===== src/rtl/mfs_req_arbiter.sv =====
// Round-robin arbiter sharing one slave request/response channel among N_MASTERS masters.
// Optional build macro MFS_ARB_FIXED_PRIO_EN selects fixed priority (lowest index wins).
module mfs_req_arbiter #(
    parameter int N_MASTERS       = 2,
    parameter int MAX_OUTSTANDING = 4
) (
    input  logic                         clk,
    input  logic                         rst_n,
    input  logic [N_MASTERS-1:0]         m_req_cmd,
    input  logic [N_MASTERS-1:0][26:0]   m_req_addr,
    input  logic [N_MASTERS-1:0][127:0]  m_req_data,
    input  logic [N_MASTERS-1:0]         m_req_en,
    output logic [N_MASTERS-1:0]         m_req_rdy,
    output logic [127:0]                 m_rsp_data,
    output logic [N_MASTERS-1:0]         m_rsp_en,
    input  logic [N_MASTERS-1:0]         m_rsp_rdy,
    output logic                         s_req_cmd,
    output logic [26:0]                  s_req_addr,
    output logic [127:0]                 s_req_data,
    output logic                         s_req_en,
    input  logic                         s_req_rdy,
    input  logic [127:0]                 s_rsp_data,
    input  logic                         s_rsp_en,
    output logic                         s_rsp_rdy,
    output logic                         err_unexp_rsp
);

    localparam int ID_W  = (N_MASTERS > 1) ? $clog2(N_MASTERS) : 1;
    localparam int PTR_W = $clog2(MAX_OUTSTANDING);
    localparam int CNT_W = PTR_W + 1;

    logic                 r_s_req_en;
    logic                 r_s_req_cmd;
    logic [26:0]          r_s_req_addr;
    logic [127:0]         r_s_req_data;
    logic [ID_W-1:0]      r_tag [MAX_OUTSTANDING];
    logic [PTR_W-1:0]     r_wr_ptr;
    logic [PTR_W-1:0]     r_rd_ptr;
    logic [CNT_W-1:0]     r_count;
    logic                 r_err;

    logic [N_MASTERS-1:0] w_elig;
    logic [ID_W-1:0]      w_start;
    logic [ID_W-1:0]      w_winner;
    logic                 w_found;
    logic                 w_slot_free;
    logic                 w_accept;
    logic                 w_push;
    logic                 w_pop;
    logic                 w_full;
    logic                 w_empty;
    logic [ID_W-1:0]      w_head;

    assign w_full      = (r_count == CNT_W'(MAX_OUTSTANDING));
    assign w_empty     = (r_count == '0);
    assign w_head      = r_tag[r_rd_ptr];
    assign w_slot_free = !r_s_req_en || s_req_rdy;

`ifdef MFS_ARB_FIXED_PRIO_EN
    assign w_start = '0;
`else
    logic [ID_W-1:0] r_rr;
    logic [ID_W-1:0] w_rr_next;

    assign w_start   = r_rr;
    assign w_rr_next = (w_winner == ID_W'(N_MASTERS - 1)) ? '0 : w_winner + ID_W'(1);

    always_ff @(posedge clk or negedge rst_n) begin
        if (!rst_n) begin
            r_rr <= '0;
        end else if (w_accept) begin
            r_rr <= w_rr_next;
        end
    end
`endif

    // Reads are held off while every tag slot is in use; writes never wait on the FIFO.
    always_comb begin
        w_elig   = '0;
        w_found  = 1'b0;
        w_winner = '0;
        for (int i = 0; i < N_MASTERS; i++) begin
            w_elig[i] = m_req_en[i] && (!m_req_cmd[i] || !w_full);
        end
        for (int k = 0; k < N_MASTERS; k++) begin
            int idx;
            idx = int'(w_start) + k;
            if (idx >= N_MASTERS) idx = idx - N_MASTERS;
            if (!w_found && w_elig[idx]) begin
                w_found  = 1'b1;
                w_winner = ID_W'(idx);
            end
        end
    end

    assign w_accept = w_found && w_slot_free && rst_n;
    assign w_push   = w_accept && m_req_cmd[w_winner];
    assign w_pop    = s_rsp_en && s_rsp_rdy && !w_empty;

    always_comb begin
        m_req_rdy = '0;
        if (w_accept) m_req_rdy[w_winner] = 1'b1;
    end

    // With no read outstanding the response is swallowed so the slave never stalls.
    always_comb begin
        m_rsp_en  = '0;
        s_rsp_rdy = 1'b1;
        if (!w_empty) begin
            m_rsp_en[w_head] = s_rsp_en;
            s_rsp_rdy        = m_rsp_rdy[w_head];
        end
    end

    assign m_rsp_data = s_rsp_data;

    always_ff @(posedge clk or negedge rst_n) begin
        if (!rst_n) begin
            r_s_req_en   <= 1'b0;
            r_s_req_cmd  <= 1'b0;
            r_s_req_addr <= '0;
            r_s_req_data <= '0;
        end else if (w_accept) begin
            r_s_req_en   <= 1'b1;
            r_s_req_cmd  <= m_req_cmd[w_winner];
            r_s_req_addr <= m_req_addr[w_winner];
            r_s_req_data <= m_req_data[w_winner];
        end else if (s_req_rdy) begin
            r_s_req_en   <= 1'b0;
        end
    end

    always_ff @(posedge clk) begin
        if (w_push) r_tag[r_wr_ptr] <= w_winner;
    end

    always_ff @(posedge clk or negedge rst_n) begin
        if (!rst_n) begin
            r_wr_ptr <= '0;
            r_rd_ptr <= '0;
            r_count  <= '0;
            r_err    <= 1'b0;
        end else begin
            if (w_push) r_wr_ptr <= r_wr_ptr + PTR_W'(1);
            if (w_pop)  r_rd_ptr <= r_rd_ptr + PTR_W'(1);
            case ({w_push, w_pop})
                2'b10:   r_count <= r_count + CNT_W'(1);
                2'b01:   r_count <= r_count - CNT_W'(1);
                default: r_count <= r_count;
            endcase
            if (s_rsp_en && w_empty) r_err <= 1'b1;
        end
    end

    assign s_req_en      = r_s_req_en;
    assign s_req_cmd     = r_s_req_cmd;
    assign s_req_addr    = r_s_req_addr;
    assign s_req_data    = r_s_req_data;
    assign err_unexp_rsp = r_err;

endmodule


===== config.mk =====
export PLATFORM = sky130hd
export DESIGN_NAME = mfs_req_arbiter
export DESIGN_NICKNAME = d
export VERILOG_FILES = /design/src/rtl/mfs_req_arbiter.sv
export SDC_FILE = /design/constraint.sdc
export NUM_CORES = 1
export LEC_CHECK = 0
export ABC_AREA = 1
export BUFFER_PORTS_ARGS = -buffer_cell sky130_fd_sc_hd__buf_2
export CELL_PAD_IN_SITES_DETAIL_PLACEMENT = 0
export CELL_PAD_IN_SITES_GLOBAL_PLACEMENT = 1
export CORE_AREA = 3 3 284 286
export DETAILED_ROUTE_END_ITERATION = 7
export DIE_AREA = 0 0 287 289
export GPL_ROUTABILITY_DRIVEN = 0
export PLACE_DENSITY = 0.47
export SYNTH_ARGS = -nofsm -noshare
export SYNTH_HDL_FRONTEND = slang
export SYNTH_SLANG_ARGS = --single-unit

===== constraint.sdc =====
create_clock -name clk -period 2.7 [get_ports clk]
set_input_delay 0.81 -clock clk [delete_from_list [all_inputs] [get_ports clk]]
set_output_delay 0.81 -clock clk [all_outputs]
set_load 0.05 [all_outputs]

==> impl_metrics.toml <==
[status]
status = "complete, no violations"

[detailed_routing]
highest_layer = "met4"
first_iter_violations = 274
wl_met3_um = 2950
drt-total-wl_um = 35300
ant_nets = 0
via_per_inst = 3.28
wl_met1_um = 13600
routedWlPerCell_um = 14.4
post-route-drc-count = 0
routed-wl-met2_um = 17400
dr_total_vias = 8062
firstDrtPassIters = 5

[cts]
cts_root_buf = "clkbuf_16"
clock_path_buffers = 2
clk_pin_slew_worst_paths_ps = 80
numCtsBuffers = 17
cts_tree = "done"
clock_sinks = 170
htree_levels = 4
clock_latency_ps = 470
cts_hold_buffers = 0

[power_and_ir_drop]
power_mw = 13.9
p_int_mw = 6.70
vdd_drop_max_mv = 0.423
switchingPower_mw = 7.23
leakage_nw = 6.01
pwr-share-comb = 0.503
pwr_density_cell_nw_per_um2 = 1170
clkPwrFrac = 0.198
switching_share = 0.519
power_frac_seq = 0.299

[logic_synthesis]
yosysWarnings = 0
synth.net_count = 1508
netlist_instances = 1054
synth_area_leaders = "dfrtp_1, nand2_1, buf_4, nand3_1, buf_2"
synth_top_cell_area_share = 0.487
syn_area_um2 = 8520
ys_types = 24
ys_seq_area_frac = 0.502
yosys.area.top_type = "dfrtp_1"
ys_seq_elements = 170
avgSynthCellArea_um2 = 8.09

[floorplan]
start_util = 0.108
rows = 103
die_y_um = 289
ios = 739
fp.dieW_um = 287
fp.coreArea_um2 = 78600
fp.dieArea_um2 = 82900

[grt]
antenna_found_initial = 0
grt_pass1_vias = 8302
grt_max_degree = 158
grt-ovfl-total = 0
track_usage = 0.0823
grt_pass1_wl_um = 51200

[timing]
fin_crit_sh = 0.946
skew_ps = 13.5
rsz0062_at_grt = "true"
worstMarginPinSlew_ps = 945
relSlewSlack = 0.370
fmax_ghz = 0.392
slew_violations = 0
setup_viol = 0
period_needed_ps = 2550
hold_violations = 0

[finish]
drive_above_1_share = 0.387
multi_input_area_um2 = 2930
ff_latch_area_um2 = 4280
syn_to_final_growth_pct = 39.3
num-nets-final = 1848
finalNonFillerCells = 2458
num-fill-cells = 9096

[place]
numPlacedInstances = 2423
dp.final_hpwl_um = 26300
io_buffer_count = 482

[flow_run]
maxCapViolCount = 0

[worst_setup_path]
start_kind = "flop"
worstSetupPathType = "reg2out"
cp.arrival_ps = 1740
cp_max_fo = 5
cp-end-kind = "output port"
cp.required_ps = 1890

[hold_path]
hp-class = "in2async"
## through the flow
stage	instance area [µm²]	setup TNS [ps]	hold slack [ps]	utilization	worst slack, ps
final	11900	0	342	0.151	147
after global routing	11900	-5.99	320	0.151	-5.99
after CTS	11800	0	310	0.150	15.9
after detailed placement	11200	0	462	0.142	151
after global placement	11200	0	450	0.142	69.0
after floorplan	8520	0	487	-	73.4
## cell families (layout without fill, tap and decap cells)
logic type,Yosys count,count (layout),synth area share
simple gates,668,668,0.321
buf+inv,199,552,0.159
flops,170,170,0.502
compound gates,8,8,0.00543
fa+ha+maj,6,6,0.00969
xor+xnor,3,3,0.00308
other cells,0,1,0
## state kept, by name, summed over array words and instances, names as in the netlist
name           count
err_unexp_rsp      1
r_count            3
r_rd_ptr           2
r_rr               1
r_tag              4
r_wr_ptr           2
s_req_addr        27
s_req_cmd          1
s_req_data       128
s_req_en           1
## cells in the final DEF, fill, tap and decap left out, types with 3 or more instances in the layout
| cell | instances |
|---|---|
| inv_1 | 18 |
| inv_6 | 4 |
| clkinv_4 | 4 |
| clkbuf_16 | 17 |
| nand2_1 | 491 |
| o21ai_0 | 3 |
| nor2_1 | 5 |
| ha_1 | 5 |
| nor2_4 | 3 |
| buf_4 | 12 |
| edfxtp_1 | 4 |
| buf_12 | 6 |
| nand3_1 | 161 |
| a21oi_1 | 3 |
| dfrtp_1 | 165 |
| buf_2 | 478 |
| bufinv_16 | 3 |
## cells in the mapped netlist, drive strengths merged
library cell / count
nand2: 494
buf: 176
dfrtp: 166
nand3: 163
inv: 20
nor2: 8
ha: 5
edfxtp: 4
a21oi: 3
clkbuf: 3
o21ai: 3
nand4: 2
xnor2: 2
a31o: 1
fa: 1
nand3b: 1
o21bai: 1
xor2: 1
## worst paths after layout
| check | start | endpoint | slack, ps | depth (start not counted) |
|---|---|---|---|---|
| min in group clk | s_req_cmd | s_req_cmd | 480 | 2 |
| max in group asynchronous | rst_n | s_req_data[126] | 1200 | 3 |
| hold reg to reg | s_req_cmd | s_req_cmd | 480 | 2 |
| setup reg to reg | r_rd_ptr[0] | r_count[2] | 490 | 14 |
| setup / recovery | r_count[0] | m_req_rdy[0] | 150 | 8 |
| hold / removal | rst_n | r_rd_ptr[0] | 340 | 2 |
## critical path, stage by stage (launching register included)
cell and delay [ps]:
dfrtp_2 440, nor2_4 170, nand3_1 100, nand2_2 100, inv_2 40, nand2_2 80, inv_2 70, nor2_4 120
buf_8 160
## power by group through the flow
stage | sequential (mW) | combinational, mW | clock [mW]
floorplan | 7.53 | 2.16 | 0
global placement | 4.18 | 7.07 | 0
detailed placement | 4.18 | 7.07 | 0
CTS | 4.17 | 7.08 | 2.94
global route | 4.29 | 7.48 | 3.02
finish | 4.16 | 7.01 | 2.76
## timing repair
action,in CTS,in global routing
resized for setup,4,8
cloned,0,0
pin swaps,0,1
setup endpoints to repair,2,3
setup buffers,0,2
## layout make-up
cell class / count / share of cell area
Antenna cell: 1 / 0.000211
Clock inverter: 14 / 0.0157
Inverter: 20 / 0.00632
Tap cell: 1050 / 0.111
Multi-Input combinational cell: 685 / 0.247
Sequential cell: 170 / 0.360
Clock buffer: 18 / 0.0370
Timing Repair Buffer: 500 / 0.223
## per-layer routing
layer / GRT usage / vias to the layer above
met5: 0 / -
met4: 0.0446 / 0
met3: 0.0299 / 75
met2: 0.136 / 334
met1: 0.0927 / 3793
li1: - / 3860
No activity file was read; power rests on OpenSTA's default activity.
